$ cat config.mk
export PLATFORM = sky130hd
export DESIGN_NAME = control_sequencer
export DESIGN_NICKNAME = d
export VERILOG_FILES = /design/src/rtl/cpu_pkg.sv /design/src/rtl/reg_select_decode.sv /design/src/rtl/control_sequencer.sv
export SDC_FILE = /design/constraint.sdc
export NUM_CORES = 1
export LEC_CHECK = 0
export CAP_MARGIN = 10
export CORE_MARGIN = 1
export CORE_UTILIZATION = 37
export DETAILED_ROUTE_END_ITERATION = 8
export PLACE_DENSITY = 0.95
export SETUP_SLACK_MARGIN = 0.15
export SLEW_MARGIN = 40
export SYNTH_ARGS = -nofsm -noshare
export SYNTH_HDL_FRONTEND = slang
export SYNTH_SLANG_ARGS = --single-unit
$ cat constraint.sdc
create_clock -name clock -period 4.4 [get_ports clock]
set_clock_uncertainty 0.1 [all_clocks]
set_input_delay 0.44 -clock clock [delete_from_list [all_inputs] [get_ports clock]]
set_output_delay 0.44 -clock clock [all_outputs]
set_load 0.05 [all_outputs]
$ cat src/rtl/cpu_pkg.sv
// Shared opcodes, IR field positions, sequencer states and strobe bundle for the hardwired control unit.
package cpu_pkg;

   localparam int REG_W  = 4;
   localparam int OP_MSB = 31;
   localparam int OP_LSB = 27;
   localparam int RA_LSB = 23;
   localparam int RB_LSB = 19;
   localparam int RC_LSB = 15;
   localparam int C_MSB  = 18;

   localparam logic [4:0] OP_LD   = 5'b00000;
   localparam logic [4:0] OP_LDI  = 5'b00001;
   localparam logic [4:0] OP_ST   = 5'b00010;
   localparam logic [4:0] OP_ADD  = 5'b00011;
   localparam logic [4:0] OP_SUB  = 5'b00100;
   localparam logic [4:0] OP_AND  = 5'b00101;
   localparam logic [4:0] OP_OR   = 5'b00110;
   localparam logic [4:0] OP_ROR  = 5'b00111;
   localparam logic [4:0] OP_ROL  = 5'b01000;
   localparam logic [4:0] OP_SHR  = 5'b01001;
   localparam logic [4:0] OP_SHRA = 5'b01010;
   localparam logic [4:0] OP_SHL  = 5'b01011;
   localparam logic [4:0] OP_ADDI = 5'b01100;
   localparam logic [4:0] OP_ANDI = 5'b01101;
   localparam logic [4:0] OP_ORI  = 5'b01110;
   localparam logic [4:0] OP_DIV  = 5'b01111;
   localparam logic [4:0] OP_MUL  = 5'b10000;
   localparam logic [4:0] OP_NEG  = 5'b10001;
   localparam logic [4:0] OP_NOT  = 5'b10010;
   localparam logic [4:0] OP_NOP  = 5'b11010;
   localparam logic [4:0] OP_HALT = 5'b11011;
   localparam logic [4:0] ALU_ADD = OP_ADD;

   typedef enum logic [3:0] {
      S_RESET = 4'd0, S_T0 = 4'd1, S_T1 = 4'd2, S_T2 = 4'd3, S_T3 = 4'd4,
      S_T4    = 4'd5, S_T5 = 4'd6, S_T6 = 4'd7, S_T7 = 4'd8, S_HALT = 4'd9
   } state_t;

   typedef enum logic [3:0] {
      CL_ALU = 4'd0, CL_IMM = 4'd1, CL_UNARY = 4'd2, CL_MULDIV = 4'd3, CL_LD = 4'd4,
      CL_LDI = 4'd5, CL_ST = 4'd6, CL_NOP = 4'd7, CL_HALT = 4'd8
   } op_class_t;

   typedef struct packed {
      logic hi_in, hi_out, lo_in, lo_out, z_in, zhigh_out, zlow_out, y_in;
      logic mdr_in, mdr_out, mar_in, pc_in, pc_out, ir_in, inc_pc, c_out, rd, wr;
   } strobe_t;

   // Undefined opcodes fall into CL_NOP so they execute as nop.
   function automatic op_class_t classify(input logic [4:0] op);
      case (op)
         OP_ADD, OP_SUB, OP_AND, OP_OR, OP_ROR,
         OP_ROL, OP_SHR, OP_SHRA, OP_SHL:  return CL_ALU;
         OP_ADDI, OP_ANDI, OP_ORI:         return CL_IMM;
         OP_NEG, OP_NOT:                   return CL_UNARY;
         OP_MUL, OP_DIV:                   return CL_MULDIV;
         OP_LD:                            return CL_LD;
         OP_LDI:                           return CL_LDI;
         OP_ST:                            return CL_ST;
         OP_HALT:                          return CL_HALT;
         default:                          return CL_NOP;
      endcase
   endfunction

endpackage

$ cat src/rtl/reg_select_decode.sv
// Turns the Ra/Rb/Rc field picked by gra/grb/grc into one-hot register load and bus-drive selects.
module reg_select_decode
   import cpu_pkg::*;
#(
   parameter int NUM_REGS = 16
) (
   input  logic [REG_W-1:0]    ra,
   input  logic [REG_W-1:0]    rb,
   input  logic [REG_W-1:0]    rc,
   input  logic                gra,
   input  logic                grb,
   input  logic                grc,
   input  logic                rin_en,
   input  logic                rout_en,
   output logic [NUM_REGS-1:0] rin,
   output logic [NUM_REGS-1:0] rout
);

   logic [REG_W-1:0] sel_s;

   // Field mux and one-hot expansion.
   always_comb begin
      sel_s = ({REG_W{gra}} & ra) | ({REG_W{grb}} & rb) | ({REG_W{grc}} & rc);
      rin   = '0;
      rout  = '0;
      if (rin_en) begin
         rin[sel_s] = 1'b1;
      end else begin
         rin = '0;
      end
      if (rout_en) begin
         rout[sel_s] = 1'b1;
      end else begin
         rout = '0;
      end
   end

endmodule

$ cat src/rtl/control_sequencer.sv
// Hardwired fetch/decode/execute sequencer driving every DataPath strobe as a Moore function of state and IR.
// Optional macro CTRL_SINGLE_STEP_EN adds a `step` input that gates T0 to one instruction per rising edge.
module control_sequencer
   import cpu_pkg::*;
#(
   parameter int NUM_REGS = 16,
   parameter int OP_W     = 5
) (
   input  logic                clock,
   input  logic                clear,
   input  logic [31:0]         ir,
   input  logic                mem_ready,
   input  logic                stop,
`ifdef CTRL_SINGLE_STEP_EN
   input  logic                step,
`endif
   output logic                run,
   output logic [NUM_REGS-1:0] rin,
   output logic [NUM_REGS-1:0] rout,
   output logic                HIin,
   output logic                HIout,
   output logic                LOin,
   output logic                LOout,
   output logic                Zin,
   output logic                Zhighout,
   output logic                Zlowout,
   output logic                Yin,
   output logic                MDRin,
   output logic                MDRout,
   output logic                MARin,
   output logic                PCin,
   output logic                PCout,
   output logic                IRin,
   output logic                IncPC,
   output logic                Cout,
   output logic                read,
   output logic                write,
   output logic [31:0]         c_ext,
   output logic [OP_W-1:0]     alu_op
);

   state_t          state_r;
   state_t          next_state_s;
   state_t          done_state_s;
   op_class_t       cls_s;
   strobe_t         sb_s;
   logic [OP_W-1:0] op_s;
   logic [OP_W-1:0] alu_op_s;
   logic            gra_s, grb_s, grc_s, rin_en_s, rout_en_s;
   logic            step_go_s;

   assign op_s         = ir[OP_MSB:OP_LSB];
   assign cls_s        = classify(op_s);
   assign done_state_s = stop ? S_HALT : S_T0;

`ifdef CTRL_SINGLE_STEP_EN
   logic step_q_r, step_prev_r;

   // Synchronise step and keep its previous value for rising-edge detection.
   always_ff @(posedge clock or negedge clear) begin
      if (!clear) begin
         step_q_r    <= 1'b0;
         step_prev_r <= 1'b0;
      end else begin
         step_q_r    <= step;
         step_prev_r <= step_q_r;
      end
   end

   assign step_go_s = step_q_r & ~step_prev_r;
`else
   assign step_go_s = 1'b1;
`endif

   // State register; clear aborts any instruction immediately.
   always_ff @(posedge clock or negedge clear) begin
      if (!clear) begin
         state_r <= S_RESET;
      end else begin
         state_r <= next_state_s;
      end
   end

   // Next-state and strobe decode.
   always_comb begin
      next_state_s = state_r;
      sb_s         = '0;
      alu_op_s     = ALU_ADD;
      gra_s        = 1'b0;
      grb_s        = 1'b0;
      grc_s        = 1'b0;
      rin_en_s     = 1'b0;
      rout_en_s    = 1'b0;
      case (state_r)
         S_RESET: next_state_s = S_T0;
         S_T0: begin
            sb_s.pc_out = 1'b1; sb_s.mar_in = 1'b1; sb_s.inc_pc = 1'b1; sb_s.z_in = 1'b1;
            if (step_go_s) next_state_s = S_T1;
            else           next_state_s = S_T0;
         end
         S_T1: begin
            sb_s.zlow_out = 1'b1; sb_s.pc_in = 1'b1; sb_s.rd = 1'b1; sb_s.mdr_in = 1'b1;
            if (mem_ready) next_state_s = S_T2;
            else           next_state_s = S_T1;
         end
         S_T2: begin
            sb_s.mdr_out = 1'b1; sb_s.ir_in = 1'b1;
            next_state_s = S_T3;
         end
         S_T3: begin
            case (cls_s)
               CL_ALU, CL_IMM, CL_LD, CL_LDI, CL_ST: begin
                  grb_s = 1'b1; rout_en_s = 1'b1; sb_s.y_in = 1'b1; next_state_s = S_T4;
               end
               CL_UNARY: begin
                  grb_s = 1'b1; rout_en_s = 1'b1; alu_op_s = op_s; sb_s.z_in = 1'b1;
                  next_state_s = S_T4;
               end
               CL_MULDIV: begin
                  gra_s = 1'b1; rout_en_s = 1'b1; sb_s.y_in = 1'b1; next_state_s = S_T4;
               end
               CL_HALT: next_state_s = S_HALT;
               default: next_state_s = done_state_s;
            endcase
         end
         S_T4: begin
            case (cls_s)
               CL_ALU: begin
                  grc_s = 1'b1; rout_en_s = 1'b1; alu_op_s = op_s; sb_s.z_in = 1'b1;
                  next_state_s = S_T5;
               end
               CL_IMM: begin
                  sb_s.c_out = 1'b1; alu_op_s = op_s; sb_s.z_in = 1'b1; next_state_s = S_T5;
               end
               CL_LD, CL_LDI, CL_ST: begin
                  sb_s.c_out = 1'b1; sb_s.z_in = 1'b1; next_state_s = S_T5;
               end
               CL_UNARY: begin
                  sb_s.zlow_out = 1'b1; gra_s = 1'b1; rin_en_s = 1'b1; next_state_s = done_state_s;
               end
               CL_MULDIV: begin
                  grb_s = 1'b1; rout_en_s = 1'b1; alu_op_s = op_s; sb_s.z_in = 1'b1;
                  next_state_s = S_T5;
               end
               default: next_state_s = done_state_s;
            endcase
         end
         S_T5: begin
            case (cls_s)
               CL_ALU, CL_IMM, CL_LDI: begin
                  sb_s.zlow_out = 1'b1; gra_s = 1'b1; rin_en_s = 1'b1; next_state_s = done_state_s;
               end
               CL_MULDIV: begin
                  sb_s.zlow_out = 1'b1; sb_s.lo_in = 1'b1; next_state_s = S_T6;
               end
               CL_LD, CL_ST: begin
                  sb_s.zlow_out = 1'b1; sb_s.mar_in = 1'b1; next_state_s = S_T6;
               end
               default: next_state_s = done_state_s;
            endcase
         end
         S_T6: begin
            case (cls_s)
               CL_MULDIV: begin
                  sb_s.zhigh_out = 1'b1; sb_s.hi_in = 1'b1; next_state_s = done_state_s;
               end
               CL_LD: begin
                  sb_s.rd = 1'b1; sb_s.mdr_in = 1'b1;
                  if (mem_ready) next_state_s = S_T7;
                  else           next_state_s = S_T6;
               end
               CL_ST: begin
                  gra_s = 1'b1; rout_en_s = 1'b1; sb_s.mdr_in = 1'b1; next_state_s = S_T7;
               end
               default: next_state_s = done_state_s;
            endcase
         end
         S_T7: begin
            case (cls_s)
               CL_LD: begin
                  sb_s.mdr_out = 1'b1; gra_s = 1'b1; rin_en_s = 1'b1; next_state_s = done_state_s;
               end
               CL_ST: begin
                  sb_s.wr = 1'b1;
                  if (mem_ready) next_state_s = done_state_s;
                  else           next_state_s = S_T7;
               end
               default: next_state_s = done_state_s;
            endcase
         end
         S_HALT:  next_state_s = S_HALT;
         default: next_state_s = S_RESET;
      endcase
   end

   reg_select_decode #(.NUM_REGS(NUM_REGS)) u_reg_select_decode (
      .ra      (ir[RA_LSB +: REG_W]),
      .rb      (ir[RB_LSB +: REG_W]),
      .rc      (ir[RC_LSB +: REG_W]),
      .gra     (gra_s),
      .grb     (grb_s),
      .grc     (grc_s),
      .rin_en  (rin_en_s),
      .rout_en (rout_en_s),
      .rin     (rin),
      .rout    (rout)
   );

   assign run      = (state_r != S_RESET) && (state_r != S_HALT);
   assign alu_op   = alu_op_s;
   assign c_ext    = {{13{ir[C_MSB]}}, ir[C_MSB:0]};
   assign HIin     = sb_s.hi_in;
   assign HIout    = sb_s.hi_out;
   assign LOin     = sb_s.lo_in;
   assign LOout    = sb_s.lo_out;
   assign Zin      = sb_s.z_in;
   assign Zhighout = sb_s.zhigh_out;
   assign Zlowout  = sb_s.zlow_out;
   assign Yin      = sb_s.y_in;
   assign MDRin    = sb_s.mdr_in;
   assign MDRout   = sb_s.mdr_out;
   assign MARin    = sb_s.mar_in;
   assign PCin     = sb_s.pc_in;
   assign PCout    = sb_s.pc_out;
   assign IRin     = sb_s.ir_in;
   assign IncPC    = sb_s.inc_pc;
   assign Cout     = sb_s.c_out;
   assign read     = sb_s.rd;
   assign write    = sb_s.wr;

endmodule
==> After elaboration in Yosys (flattened, before gate mapping) <==
Memories as Yosys holds them, arrays and structs flattened.
Cells that the tools add are included.
{ "totals": {"inputBits": 36, "latchBits": 0, "reg_bits": 4, "mem_count": 1, "elab_cells": 88, "rom_bits": 128, "mem_bits_rw": 0} }
{ "classes": {"addsub": 0, "div": 0, "n_reduce_logical": 14, "n_eq_ne": 17, "muxes": 48, "n_mul": 0, "shift": 0, "n_bitwise": 5, "n_lt_le_gt_ge": 2} }
{ "mem_list": {"columns": ["name", "depth", "width", "rd", "rd_clocked_by_memory_dff", "write_ports", "line", "text"], "rows": [
  ["(name not given)", 32, 4, 1, 0, 0, "cpu_pkg.sv:52", "case (op)"]
]} }
{ "ops": {"columns": ["operator", "n"], "rows": [
  ["case mux 4 bit (10 select lines)", 1],
  ["two-way mux 16 bit", 2],
  ["equality test 4 x 3 -> 1 bit (second input constant)", 7],
  ["two-way mux 4 bit", 6],
  ["two-way mux 1 bit", 23],
  ["equality test 4 x 2 -> 1 bit (second input constant)", 4],
  ["case mux 4 bit (2 select lines)", 2],
  ["bitwise AND 4 bit", 3],
  ["equality test 4 bit (second input constant)", 3],
  ["case mux 1 bit (3 select lines)", 4],
  ["OR reduction 6 bit", 2],
  ["two-way mux 5 bit", 2],
  ["case mux 1 bit (2 select lines)", 5],
  ["case mux 5 bit (2 select lines)", 1],
  ["OR reduction 3 bit", 3],
  ["equality test 4 x 1 -> 1 bit (second input constant)", 2],
  ["logical NOT 4 bit", 2],
  ["bitwise OR 4 bit", 2],
  ["OR reduction 7 bit", 1],
  ["< comparator 4 x 5 -> 1 bit (second input constant)", 1],
  ["case mux 1 bit (5 select lines)", 1],
  ["demux 1 bit (select 4 bit)", 1],
  [">= comparator 4 x 1 -> 1 bit (second input constant)", 1],
  ["inequality test 4 bit (second input constant)", 1],
  ["other kinds (4)", 6]
]} }

==> Depth between registers and ports, before layout <==
An unclocked memory read counts as a cell.
{ "depth": {"word_depth": 13, "ltp_mapped": 12} }

==> Cells and area by module <==
A second synthesis with hierarchy kept.
{ "unflattened": {"hier_cells": 234, "hier_area_um2": 1507.7} }
{ "modules_own_cells": {"columns": ["module", "cells_each", "seq_area_each_um2", "instances", "area_per_inst_um2"], "rows": [
  ["control_sequencer", 184, 100.1, 1, 1258.7],
  ["reg_select_decode", 50, 0.0, 1, 249.0]
]} }

==> Worst setup path after synthesis <==
No wires, ideal clock.
{ "synth_timing": {"path_type": "input-to-output", "startpoint": "in ir[28]", "endpoint": "out rout[0]", "setup_slack_ps": 90, "path_buffers": 1, "arrival_time_ps": 3770, "stages": 11, "t_required_ps": 3860, "path_cell_list": "inv_1 ha_1 nor2b_1 o32a_1 a22oi_1 and2_1 a211oi_1 o21a_1 clkbuf_1 nand4b_1 nor4_1"} }
{ "synth_via": {"elab_chain_cells": 13} }
{ "synth_rtl": {"columns": ["item", "line", "text"], "rows": [
  ["from (decl)", "control_sequencer.sv:11", "input logic [31:0] ir,"],
  ["memory read (32 x 4 bit) (*)", null, null],
  ["equality test 4 x 1 -> 1 bit (tied with other cells)", "control_sequencer.sv:111, control_sequencer.sv:149", null],
  ["OR reduction 3 bit / OR reduction 6 bit (equally long branches)", null, null],
  ["two-way mux 1 bit (on tied branches)", "control_sequencer.sv:149, control_sequencer.sv:111", null],
  ["case mux 1 bit (5 select lines) / case mux 1 bit (2 select lines) (equally long branches)", "control_sequencer.sv:94", "case (state_r)"],
  ["bitwise AND 4 bit", "reg_select_decode.sv:23", "sel_s = ({REG_W{gra}} & ra) | ({REG_W{grb}} & rb) | ({REG_W{grc}} & rc);"],
  ["bitwise OR 4 bit (2 in series)", "reg_select_decode.sv:23", null],
  ["< comparator 4 x 5 -> 1 bit (implied by the code) / >= comparator 4 x 1 -> 1 bit (equally long branches)", "reg_select_decode.sv:32", "rout[sel_s] = 1'b1;"],
  ["logical AND 1 bit (implied by the code)", "reg_select_decode.sv:32", null],
  ["two-way mux 1 bit (implied by the code)", "reg_select_decode.sv:32", null],
  ["demux 1 bit (select 4 bit)", null, null],
  ["two-way mux 16 bit (*)", "reg_select_decode.sv:31", "if (rout_en) begin"],
  ["to (decl)", "control_sequencer.sv:19", "output logic [NUM_REGS-1:0] rout,"]
]} }
Every way passes the cells marked *; elsewhere a longest branch is shown, timed or not.

==> Worst setup path after layout <==
{ "layout_timing": {"startpoint": "in ir[27]", "endpoint": "out rout[10]"} }
Same word-level chain as after synthesis.

==> key figures <==
Critical path
  • CP startpoint: ir[27]
  • CP max stage cell: clkdlybuf4s50_1
  • CP Cell Sequence: clkdlybuf4s50_1 -> ha_2 -> nand3_2 -> and2_4 -> and2_4 -> o221a_1 -> or2_1 -> a222oi_1 -> or3b_4 -> nor2_1 -> buf_12
  • CP top delay family: simple AND/OR/NAND/NOR gates
  • CP peak stage delay: 0.51 ns
  • Most used cell, CP: and2_4
  • Critical Path Fanout Max: 12
  • R2r worst-path depth: 5
  • CP Data Required Time: 3.86 ns
  • Critical path depth: 11
  • Crit Path Class: input pin to primary output
  • Crit end category: primary output
  • WP buf/inv: 2
  • Setup crit start kind: input pin
  • Critical R2R Launch: state_r[3]$_DFF_PN0_
  • Worst EP arrival: 3.62 ns

Final layout
  • Area grow syn2layout: 71.3%
  • Most flops, register: state_r
  • Design Area, Final: 2810 sq um
  • Final Net Count: 349
  • Top flop regs: state_r x4
  • Share of layout cells above drive strength 1: 0.266
  • Ant. Diodes: 0
  • Max FFs per register: 4

Placement
  • DP HPWL: roughly 4300 um
  • GP Congestion: 0.988
  • Placed cell area: approximately 2600 sq um
  • IO buf count: between 90 and 100

STA
  • Final setup TNS: 0 ns
  • Slew Viols, Final: 0
  • Fin. Hold Viols: 0
  • Fmax: 240 MHz
  • Final min period: approximately 4.2 ns
  • Measured slew at the worst slew-check pin: 0.781 ns
  • Normalized max-slew margin: 0.475
  • Setup violators final: 0
  • RSZ-0062 raised after global routing: yes
  • Period utilisation layout: 0.945

Yosys
  • Post-synthesis cell area: 1640 sq um
  • Ys Warns: 0
  • Post-synth EDFFs: 0
  • Mapped Cells: 254
  • Post-Syn Area per Cell: 6.45 sq um
  • Simple-Gate Fraction of Synth Area: 0.458
  • Largest family of logic cells by synthesized area: simple AND/OR/NAND/NOR gates
  • Sequential element share of the synthesized area: 0.0611
  • Xor and xnor area share after synthesis: 0.00535
  • Main synth FF type: dfrtp_1
  • Synth Area in Compound Gates: 0.222
  • Post-synthesis mux area share: 0
  • Yosys reg bits: 4
  • Synth cell types: 54
  • Post-Synth Adder-Cell Area: 0.0229
  • Fraction of registers with async set or reset after synthesis: 1.00

Floorplan
  • Die width: around 70 um
  • Initial Util: 0.398
  • FP Rows: 23
  • Io pins: approximately 120
  • Height of the die: 68.5 um
  • Die area: 4700 sq um
  • Core ar.: 4120 sq um

Routing
  • Final wirelength: 5930 um
  • Drt via density: 5.95
  • Iteration-0 DRC count of the detailed router: 193
  • Detailed-route via count: 2129
  • Final ANT Viol Nets: 0
  • Routed len/inst: 16.6 um
  • Post-route DRC: 0
  • TritonRoute pass-1 iters: 7

Clock network
  • H-tree Lvls: 1
  • Clk_lat worst skew: 0.22 ns
  • CTS buffer count: 3
  • Clk root buf: clkbuf_8
  • Clk sinks: 4
  • Clk buf depth: 2
  • Reg clk slew, reported paths: ~0.030 ns
  • CTS tree: done

Global route
  • Number of global-route vias before repair: 1716
  • First-pass GRT wire length: ~8200 um
  • Aggregate global routing overflow: 0
  • Initial antenna violation count: 0
  • Largest net degree at the start of global routing: 18
  • Gr usage total: 0.225

Pwr
  • Static Leak: 1.01 nW
  • Peak VDD IR: 0.522 mV
  • Power per cell area: ~360 nW/um^2

Outcome
  • Status: finished, final reports clean

Worst hold path
  • Worst min path class: input pin to async pin

Job
  • Maxcap violations: 0
==> repair_timing <==
action                                  4_1_cts  5_1_grt
buffers inserted                              0        3
gates resized for setup                       1       29
hold buffers                                  0        0
endpoints found under the setup margin       12       29
pin swaps                                     0        4
==> through the flow <==
| stage | std cells | setup slack (ns) | utilization | hold WS [ns] | power, W |
|---|---|---|---|---|---|
| final | 358 | 0.241 | 0.682 | 0.320 | 0.00101 |
| after CTS | 355 | 0.171 | 0.645 | 0.325 | 0.000972 |
| after global routing | 358 | 0.0448 | 0.682 | 0.329 | 0.00106 |
| after detailed placement | 352 | 0.112 | 0.635 | 0.548 | 0.000887 |
| after global placement | 352 | 0.243 | 0.635 | 0.545 | 0.000872 |
| after floorplan | 255 | 0.283 | - | 0.0444 | 0.000702 |
==> synth_stat cells (3+ instances only) <==
library cell	n	share of area
clkbuf_1	5	0.011
o21a_1	3	0.014
nand4_1	3	0.011
nor2_1	30	0.069
o21ai_0	9	0.027
and2_1	4	0.015
nand2_1	22	0.050
nor2b_1	9	0.034
dfrtp_1	4	0.061
nand3b_1	7	0.032
inv_1	5	0.011
nand3_1	4	0.012
nand2b_1	10	0.038
a222oi_1	4	0.024
ha_1	3	0.023
nor3b_1	5	0.023
buf_2	6	0.018
a211oi_1	3	0.014
buf_4	38	0.17
a21oi_1	9	0.027
and3_1	3	0.011
o22ai_1	3	0.011
nor3_1	21	0.064
==> metal layers <==
layer,GRT usage,share of wire
met5,0,0
met4,0.0703,0.025
met3,0.0313,0.11
met2,0.409,0.49
met1,0.269,0.37
==> layout make-up <==
cell class              count  area [sq um]
inverters                   5          18.8
flip-flops and latches      4           100
repair buffers            101          1280
multi-input cells         195          1300
well taps                  50          62.6
fillers                   330          1310
clock buffers               3          41.3
==> final timing paths <==
check | end | slack (ns)
setup / recovery | rout[10] | 0.24
hold / removal | state_r[3]$_DFF_PN0_ | 0.32
setup reg to reg | state_r[3]$_DFF_PN0_ | 2.52
hold reg to reg | state_r[0]$_DFF_PN0_ | 0.69
max in group asynchronous | state_r[2]$_DFF_PN0_ | 3.72
min in group clock | state_r[0]$_DFF_PN0_ | 0.69
==> cells in the final DEF, fill, tap and decap left out, types with 3 or more instances in the layout <==
| cell type | n |
|---|---|
| a222oi_1 | 4 |
| nor3b_2 | 4 |
| nand2_1 | 22 |
| nand3b_1 | 7 |
| nand2b_1 | 8 |
| nor3_2 | 10 |
| nor3_1 | 11 |
| nand3_1 | 4 |
| nor2_1 | 28 |
| nor2b_1 | 8 |
| clkbuf_8 | 3 |
| dfrtp_1 | 4 |
| buf_12 | 30 |
| o21ai_0 | 9 |
| nand4_1 | 3 |
| a21oi_1 | 9 |
| and2_1 | 4 |
| clkdlybuf4s50_1 | 59 |
| o22ai_1 | 3 |
| inv_1 | 5 |
| buf_4 | 12 |
| and3_1 | 3 |
==> cells by family after synthesis <==
kind of cell | count (synthesis)
AOI/OAI and AO/OA | 52
xor gates and xnor gates | 1
adders and majority gates | 3
buffers and inverters | 56
DFF | 4
other | 1
and+or+nand+nor | 137
==> power breakdown <==
| part | leakage [nW] | switching, W | internal [W] | total [W] |
|---|---|---|---|---|
| Clock | 0.0216 | 0.0000188 | 0.0000583 | 0.0000770 |
| Combinational | 0.940 | 0.000533 | 0.000291 | 0.000824 |
| Sequential | 0.0506 | 0.0000578 | 0.0000542 | 0.000112 |
| Total | 1.01 | 0.000610 | 0.000403 | 0.00101 |
(Power assumes the default switching activity.)
